==> src/rtl/filter_trap.sv <==
// Trapezoidal / moving-sum shaping filter for unsigned ADC samples, with an optional peak capture stage.
// Define FILTER_TRAP_PEAK_EN to build the peak detector and the peak_missed counter.

module filter_trap #(
  parameter int DATA_W  = 12,
  parameter int LEN_MAX = 32,
  parameter int OUT_W   = DATA_W + $clog2(LEN_MAX) + 1,
  localparam int LW     = $clog2(LEN_MAX + 1)
) (
  input  logic                    clk,
  input  logic                    reset,
  input  logic [DATA_W-1:0]       input_data,
  input  logic                    mode,
  input  logic [LW-1:0]           rise_len,
  input  logic [LW-1:0]           gap_len,
  input  logic signed [OUT_W-1:0] threshold,
  output logic signed [OUT_W-1:0] output_data,
  output logic                    output_valid,
  output logic signed [OUT_W-1:0] peak_data,
  output logic                    peak_valid,
  input  logic                    peak_ready,
  output logic [7:0]              peak_missed
);

  localparam int DEPTH = 3 * LEN_MAX;
  localparam int CW    = $clog2(DEPTH + 1);
  localparam int AW    = (DEPTH > 1) ? $clog2(DEPTH) : 1;

  typedef enum logic {FILL, RUN} fill_state_t;

  // Configuration tracking
  logic          mode_q;
  logic [LW-1:0] rise_q;
  logic [LW-1:0] gap_q;
  logic          cfg_seen_q;
  logic          clear;

  always_ff @(posedge clk or negedge reset) begin
    if (!reset) begin
      mode_q     <= 1'b0;
      rise_q     <= '0;
      gap_q      <= '0;
      cfg_seen_q <= 1'b0;
    end else begin
      mode_q     <= mode;
      rise_q     <= rise_len;
      gap_q      <= gap_len;
      cfg_seen_q <= 1'b1;
    end
  end

  // The first clk after reset always restarts, so a stale input register never leaks into acc.
  assign clear = !cfg_seen_q || (mode != mode_q) || (rise_len != rise_q) || (gap_len != gap_q);

  // Sample path: input register and delay line, no reset needed
  logic [DATA_W-1:0] x_q;
  logic [DATA_W-1:0] dl [DEPTH];

  always_ff @(posedge clk) begin
    x_q   <= input_data;
    dl[0] <= x_q;
    for (int unsigned i = 1; i < DEPTH; i++) begin
      dl[i] <= dl[i-1];
    end
  end

  // Effective window lengths
  logic [LW-1:0] k_eff;
  logic [LW-1:0] g_eff;
  logic [CW-1:0] k_c;
  logic [CW-1:0] l_c;
  logic [CW-1:0] kl_c;
  logic [CW-1:0] target;

  always_comb begin
    k_eff = (rise_q > LW'(LEN_MAX)) ? LW'(LEN_MAX) : rise_q;
    if (k_eff == '0) k_eff = LW'(1);
    g_eff  = (gap_q > LW'(LEN_MAX)) ? LW'(LEN_MAX) : gap_q;
    k_c    = CW'(k_eff);
    l_c    = k_c + CW'(g_eff);
    kl_c   = k_c + l_c;
    target = mode_q ? kl_c : k_c;
  end

  // Taps older than the samples accumulated since the last restart read as zero.
  logic [CW-1:0]          cnt_q;
  logic [CW-1:0]          cnt_d;
  logic [DATA_W-1:0]      tap_k;
  logic [DATA_W-1:0]      tap_l;
  logic [DATA_W-1:0]      tap_kl;
  logic signed [OUT_W-1:0] ext_n;
  logic signed [OUT_W-1:0] ext_k;
  logic signed [OUT_W-1:0] ext_l;
  logic signed [OUT_W-1:0] ext_kl;
  logic signed [OUT_W-1:0] acc_q;
  logic signed [OUT_W-1:0] acc_next;
  logic signed [OUT_W-1:0] acc_d;

  always_comb begin
    tap_k  = (cnt_q >= k_c)  ? dl[AW'(k_c  - CW'(1))] : '0;
    tap_l  = (cnt_q >= l_c)  ? dl[AW'(l_c  - CW'(1))] : '0;
    tap_kl = (cnt_q >= kl_c) ? dl[AW'(kl_c - CW'(1))] : '0;
    ext_n  = OUT_W'(x_q);
    ext_k  = OUT_W'(tap_k);
    ext_l  = OUT_W'(tap_l);
    ext_kl = OUT_W'(tap_kl);
    if (mode_q) acc_next = acc_q + ext_n - ext_k - ext_l + ext_kl;
    else        acc_next = acc_q + ext_n - ext_k;
  end

  // Fill / run state machine
  fill_state_t state_q;
  fill_state_t state_d;

  always_ff @(posedge clk or negedge reset) begin
    if (!reset) begin
      state_q <= FILL;
      cnt_q   <= '0;
      acc_q   <= '0;
    end else begin
      state_q <= state_d;
      cnt_q   <= cnt_d;
      acc_q   <= acc_d;
    end
  end

  always_comb begin
    state_d = state_q;
    cnt_d   = cnt_q;
    acc_d   = acc_next;
    if (clear) begin
      state_d = FILL;
      cnt_d   = '0;
      acc_d   = '0;
    end else begin
      case (state_q)
        FILL: begin
          cnt_d = cnt_q + CW'(1);
          if (cnt_d == target) state_d = RUN;
        end
        RUN:     ;
        default: state_d = FILL;
      endcase
    end
  end

  assign output_data  = acc_q;
  assign output_valid = (state_q == RUN);

`ifdef FILTER_TRAP_PEAK_EN
  typedef enum logic [1:0] {ARMED, TRACK, HOLD} peak_state_t;

  peak_state_t             pk_q;
  peak_state_t             pk_d;
  logic signed [OUT_W-1:0] max_q;
  logic signed [OUT_W-1:0] max_d;
  logic signed [OUT_W-1:0] pdata_q;
  logic signed [OUT_W-1:0] pdata_d;
  logic                    pvalid_q;
  logic                    pvalid_d;
  logic [7:0]              missed_q;
  logic [7:0]              missed_d;
  logic                    above_q;
  logic                    above_now;
  logic                    above_d;

  always_ff @(posedge clk or negedge reset) begin
    if (!reset) begin
      pk_q     <= ARMED;
      max_q    <= '0;
      pdata_q  <= '0;
      pvalid_q <= 1'b0;
      missed_q <= '0;
      above_q  <= 1'b0;
    end else begin
      pk_q     <= pk_d;
      max_q    <= max_d;
      pdata_q  <= pdata_d;
      pvalid_q <= pvalid_d;
      missed_q <= missed_d;
      above_q  <= above_d;
    end
  end

  always_comb begin
    pk_d      = pk_q;
    max_d     = max_q;
    pdata_d   = pdata_q;
    pvalid_d  = pvalid_q;
    missed_d  = missed_q;
    above_now = output_valid && (output_data > threshold);
    above_d   = clear ? 1'b0 : above_now;
    if (clear) begin
      pk_d     = ARMED;
      pvalid_d = 1'b0;
    end else begin
      case (pk_q)
        ARMED: begin
          if (above_now) begin
            pk_d  = TRACK;
            max_d = output_data;
          end
        end
        TRACK: begin
          if (output_valid) begin
            if (output_data >= max_q) begin
              max_d = output_data;
            end else begin
              pk_d     = HOLD;
              pdata_d  = max_q;
              pvalid_d = 1'b1;
            end
          end
        end
        HOLD: begin
          if (peak_ready) begin
            pk_d     = ARMED;
            pvalid_d = 1'b0;
          end else if (above_now && !above_q && (missed_q != 8'hFF)) begin
            missed_d = missed_q + 8'd1;
          end
        end
        default: pk_d = ARMED;
      endcase
    end
  end

  assign peak_data   = pdata_q;
  assign peak_valid  = pvalid_q;
  assign peak_missed = missed_q;
`else
  logic unused_peak;
  assign unused_peak = ^{peak_ready, threshold};
  assign peak_data   = '0;
  assign peak_valid  = 1'b0;
  assign peak_missed = '0;
`endif

endmodule
==> config.mk <==
export PLATFORM = sky130hd
export DESIGN_NAME = filter_trap
export DESIGN_NICKNAME = d
export VERILOG_FILES = /design/src/rtl/filter_trap.sv
export SDC_FILE = /design/constraint.sdc
export NUM_CORES = 2
export LEC_CHECK = 0
export ABC_AREA = 1
export BUFFER_PORTS_ARGS = -buffer_cell sky130_fd_sc_hd__buf_2
export CELL_PAD_IN_SITES_DETAIL_PLACEMENT = 0
export CELL_PAD_IN_SITES_GLOBAL_PLACEMENT = 1
export CORE_UTILIZATION = 50
export DETAILED_ROUTE_END_ITERATION = 8
export HOLD_SLACK_MARGIN = 0.08
export PLACE_DENSITY = 0.85
export REMOVE_ABC_BUFFERS = 1
export SYNTH_ARGS = -nofsm -noshare
export SYNTH_HDL_FRONTEND = slang
export SYNTH_SLANG_ARGS = --single-unit
==> constraint.sdc <==
create_clock -name clk -period 14.3 [get_ports clk]
set_input_delay 2.145 -clock clk [delete_from_list [all_inputs] [get_ports clk]]
set_output_delay 2.145 -clock clk [all_outputs]
set_load 0.005 [all_outputs]
==> flow_metrics.tcl <==
set metrics [dict create \
    start_kind "flop" \
    grt_pass1_vias 50180 \
    cp_common_cell "nand2_1" \
    yosysMostFrequentCell "nand2_1" \
    drt_wl_total_um 192600 \
    core-area_mm2 0.1110 \
    vias 53500 \
    yosys-top-cells-count "nand2_1, nand3_1, dfxtp_1" \
    final_cells 8998 \
    synth_top_area_share_pct 41.49 \
    first_pass_iters 7 \
    crit_arrival_ns 10.81 \
    layout.nets 7544 \
    port_buffers 45 \
    drc 0 \
    cts.hold.buffers_added 0 \
    fp.dieH_um 337.1 \
    synthTopCellsByArea "dfxtp_1, nand2_1, nand3_1" \
    cp.required_ns 14.99 \
    end_kind "flop" \
    die_x_um 337.1 \
    ys_warn_count 0 \
    synth_top_area_cell "dfxtp_1" \
    synth_cells 7748 \
    dp_hpwl_um 102800 \
    drive_gt1_share_pct 5.300 \
    grt_overflow 0 \
    final_antenna_net_count 0 \
    post_cts_buffers 0 \
    final_hold_viol_count 0 \
    die_area_mm2 0.1137 \
    dp.cells 8753 \
    htreeDepth 4 \
    maxCapViolations 0 \
    tns_ns 0 \
    synth_ff_type "dfxtp_1" \
    start_util_pct 50.61 \
    ys_ff_latch 1204 \
    cp_slowest_stage_delay_ns 0.88 \
    mappedNetlistArea_mm2 0.05616 \
    io_pins 92 \
    synth.avg_cell_area_um2 7.248 \
    drtIter0Drc 5454 \
    drt-vias-per-instance 5.946 \
    fp-row-count 122 \
    wl_per_cell_um 21.40 \
    grt_util_all_layers_pct 33.34 \
    worstSkewPairLatency_ns 0.76 \
    utilization_pct 55.29 \
    synth_edf_count 0 \
    final_area_mm2 0.06136 \
    min_period_ns 10.12 \
    ys_seq_area_share_pct 43.28 \
    antenna_found_initial 1 \
    clock_sinks 1204 \
    ir_worst_vdd_v 0.0001619 \
    grt_pass1_wl_um 295500 \
    area_delta_synth_final_pct 9.259 \
    cp_slowest_cell "inv_2" \
    max_freq_mhz 98.84 \
    worstMarginPinSlew_ns 1.236 \
    path_max_fanout 87 \
    placed_cell_area_mm2 0.05671 \
    grt_max_degree 200 \
    gp_congestion 0.9090 \
    drv_slew 0 \
    hold-worst-slack_ns 0.3333 \
    timing.final.crit_share_pct 70.75 \
    cts_resized 0 \
    cts.path.max_buffers 3 \
    relSlewSlack_pct 17.52 \
    pwr_density_cell_mw_per_mm2 178.6 \
    outcome "finished clean" \
    hold_path.class "reg -> reg" \
    cts_tree "yes" \
    p_leak_uw 0.02481 \
    cts_buffers 134 \
    critPathKind "reg -> reg" \
    clkTransAtPathRegs_ns 0.06 \
    rsz0062_at_grt "no" \
    ys_types 52 \
    async_reset_ff_share_pct 3.322 \
    setup_viol_count_final 0 \
    cts-root-buf "clkbuf_16" \
    fin_skew_ns 0.01852 \
]
## critical path: cells and delay by family (launching register included)
family | cells | cell delay, ns
AOI/OAI and AO/OA | 1 | 0.57
xor gates and xnor gates | 1 | 0.21
and+or+nand+nor | 20 | 3.72
buffers and inverters | 9 | 3.48
DFF | 1 | 0.42
adders and majority gates | 4 | 1.45
## sequential cells by signal (all words and copies together) (netlist names)
register and cells:
cfg_seen_q 1, cnt_q 7, dl 1152, gap_q 6, mode_q 1, output_data 18, output_valid 1, rise_q 6
x_q 12
## logic make-up (layout without fill, tap and decap cells)
| family | Yosys count | in the layout | share of synthesized area, % |
|---|---|---|---|
| simple gates | 3444 | 3444 | 26.23 |
| xor+xnor | 47 | 47 | 0.8733 |
| buf+inv | 1142 | 877 | 8.183 |
| flops | 1204 | 1204 | 43.28 |
| other cells | 2 | 29 | 0.01337 |
| compound gates | 1812 | 1812 | 18.92 |
| fa+ha+maj | 97 | 97 | 2.509 |
## power breakdown
group          switching (uW)  internal [uW]  total [uW]
Clock                    1440           2180        3630
Combinational            2700           1100        3800
Sequential               75.4           3450        3530
## stage by stage
stage	setup WS, ns	total power, uW
3_3_place_gp	4.297	7291
5_1_grt	3.671	11460
3_5_place_dp	4.294	7304
6_report	4.182	10960
2_1_floorplan	-41.27	6143
4_1_cts	4.246	10930
## layout by cell type (no fill, tap or decap), types with 26 or more instances in the layout
cell type and instances:
a32o_1 46, clkbuf_16 140, inv_1 492, nand2_1 1807, a21oi_1 708, conb_1 28, a22oi_1 44, nand3_1 1323
dfrtp_1 40, ha_1 67, dfxtp_1 1164, clkbuf_1 27, o21ai_0 535, clkbuf_8 33, buf_4 63, buf_2 45
o211ai_1 408, nor2_1 264, fa_1 26
## layer usage
| metal | part of all wire [%] | vias to the layer above | track usage, % |
|---|---|---|---|
| met2 | 45 | 2215 | 53.13 |
| li1 | - | 25560 | - |
| met5 | 0.0068 | - | 0 |
| met3 | 8.0 | 465 | 5.742 |
| met1 | 42 | 25260 | 43.94 |
| met4 | 4.5 | 2 | 15.45 |
## cell type report
class                      instances  area, um2
fill                           10740      49610
multi-input combinational       5428      27570
sequential                      1204      24300
clock buffer                     200       4059
inverter                         509       1953
tap                             1488       1862
timing repair buffer             124       1018
clock inverter                    44      588.1
antenna                            1      2.502
## worst paths after layout
| kind | end | slack (ns) | from | cells past startpoint |
|---|---|---|---|---|
| max in group asynchronous | output_data[10]$_DFF_PN0_ | 12.07 | reset | 1 |
| setup reg to reg | output_data[17]$_DFF_PN0_ | 4.18 | rise_q[2]$_DFF_PN0_ | 35 |
| hold reg to reg | dl[83][0]$_DFF_P_ | 0.33 | dl[82][0]$_DFF_P_ | 0 |
| hold / removal | dl[83][0]$_DFF_P_ | 0.33 | dl[82][0]$_DFF_P_ | 0 |
| min in group asynchronous | cnt_q[0]$_DFFE_PN0P_ | 1.57 | reset | 1 |
| setup / recovery | output_data[17]$_DFF_PN0_ | 4.18 | rise_q[2]$_DFF_PN0_ | 35 |
No activity file was read; power rests on OpenSTA's default activity.
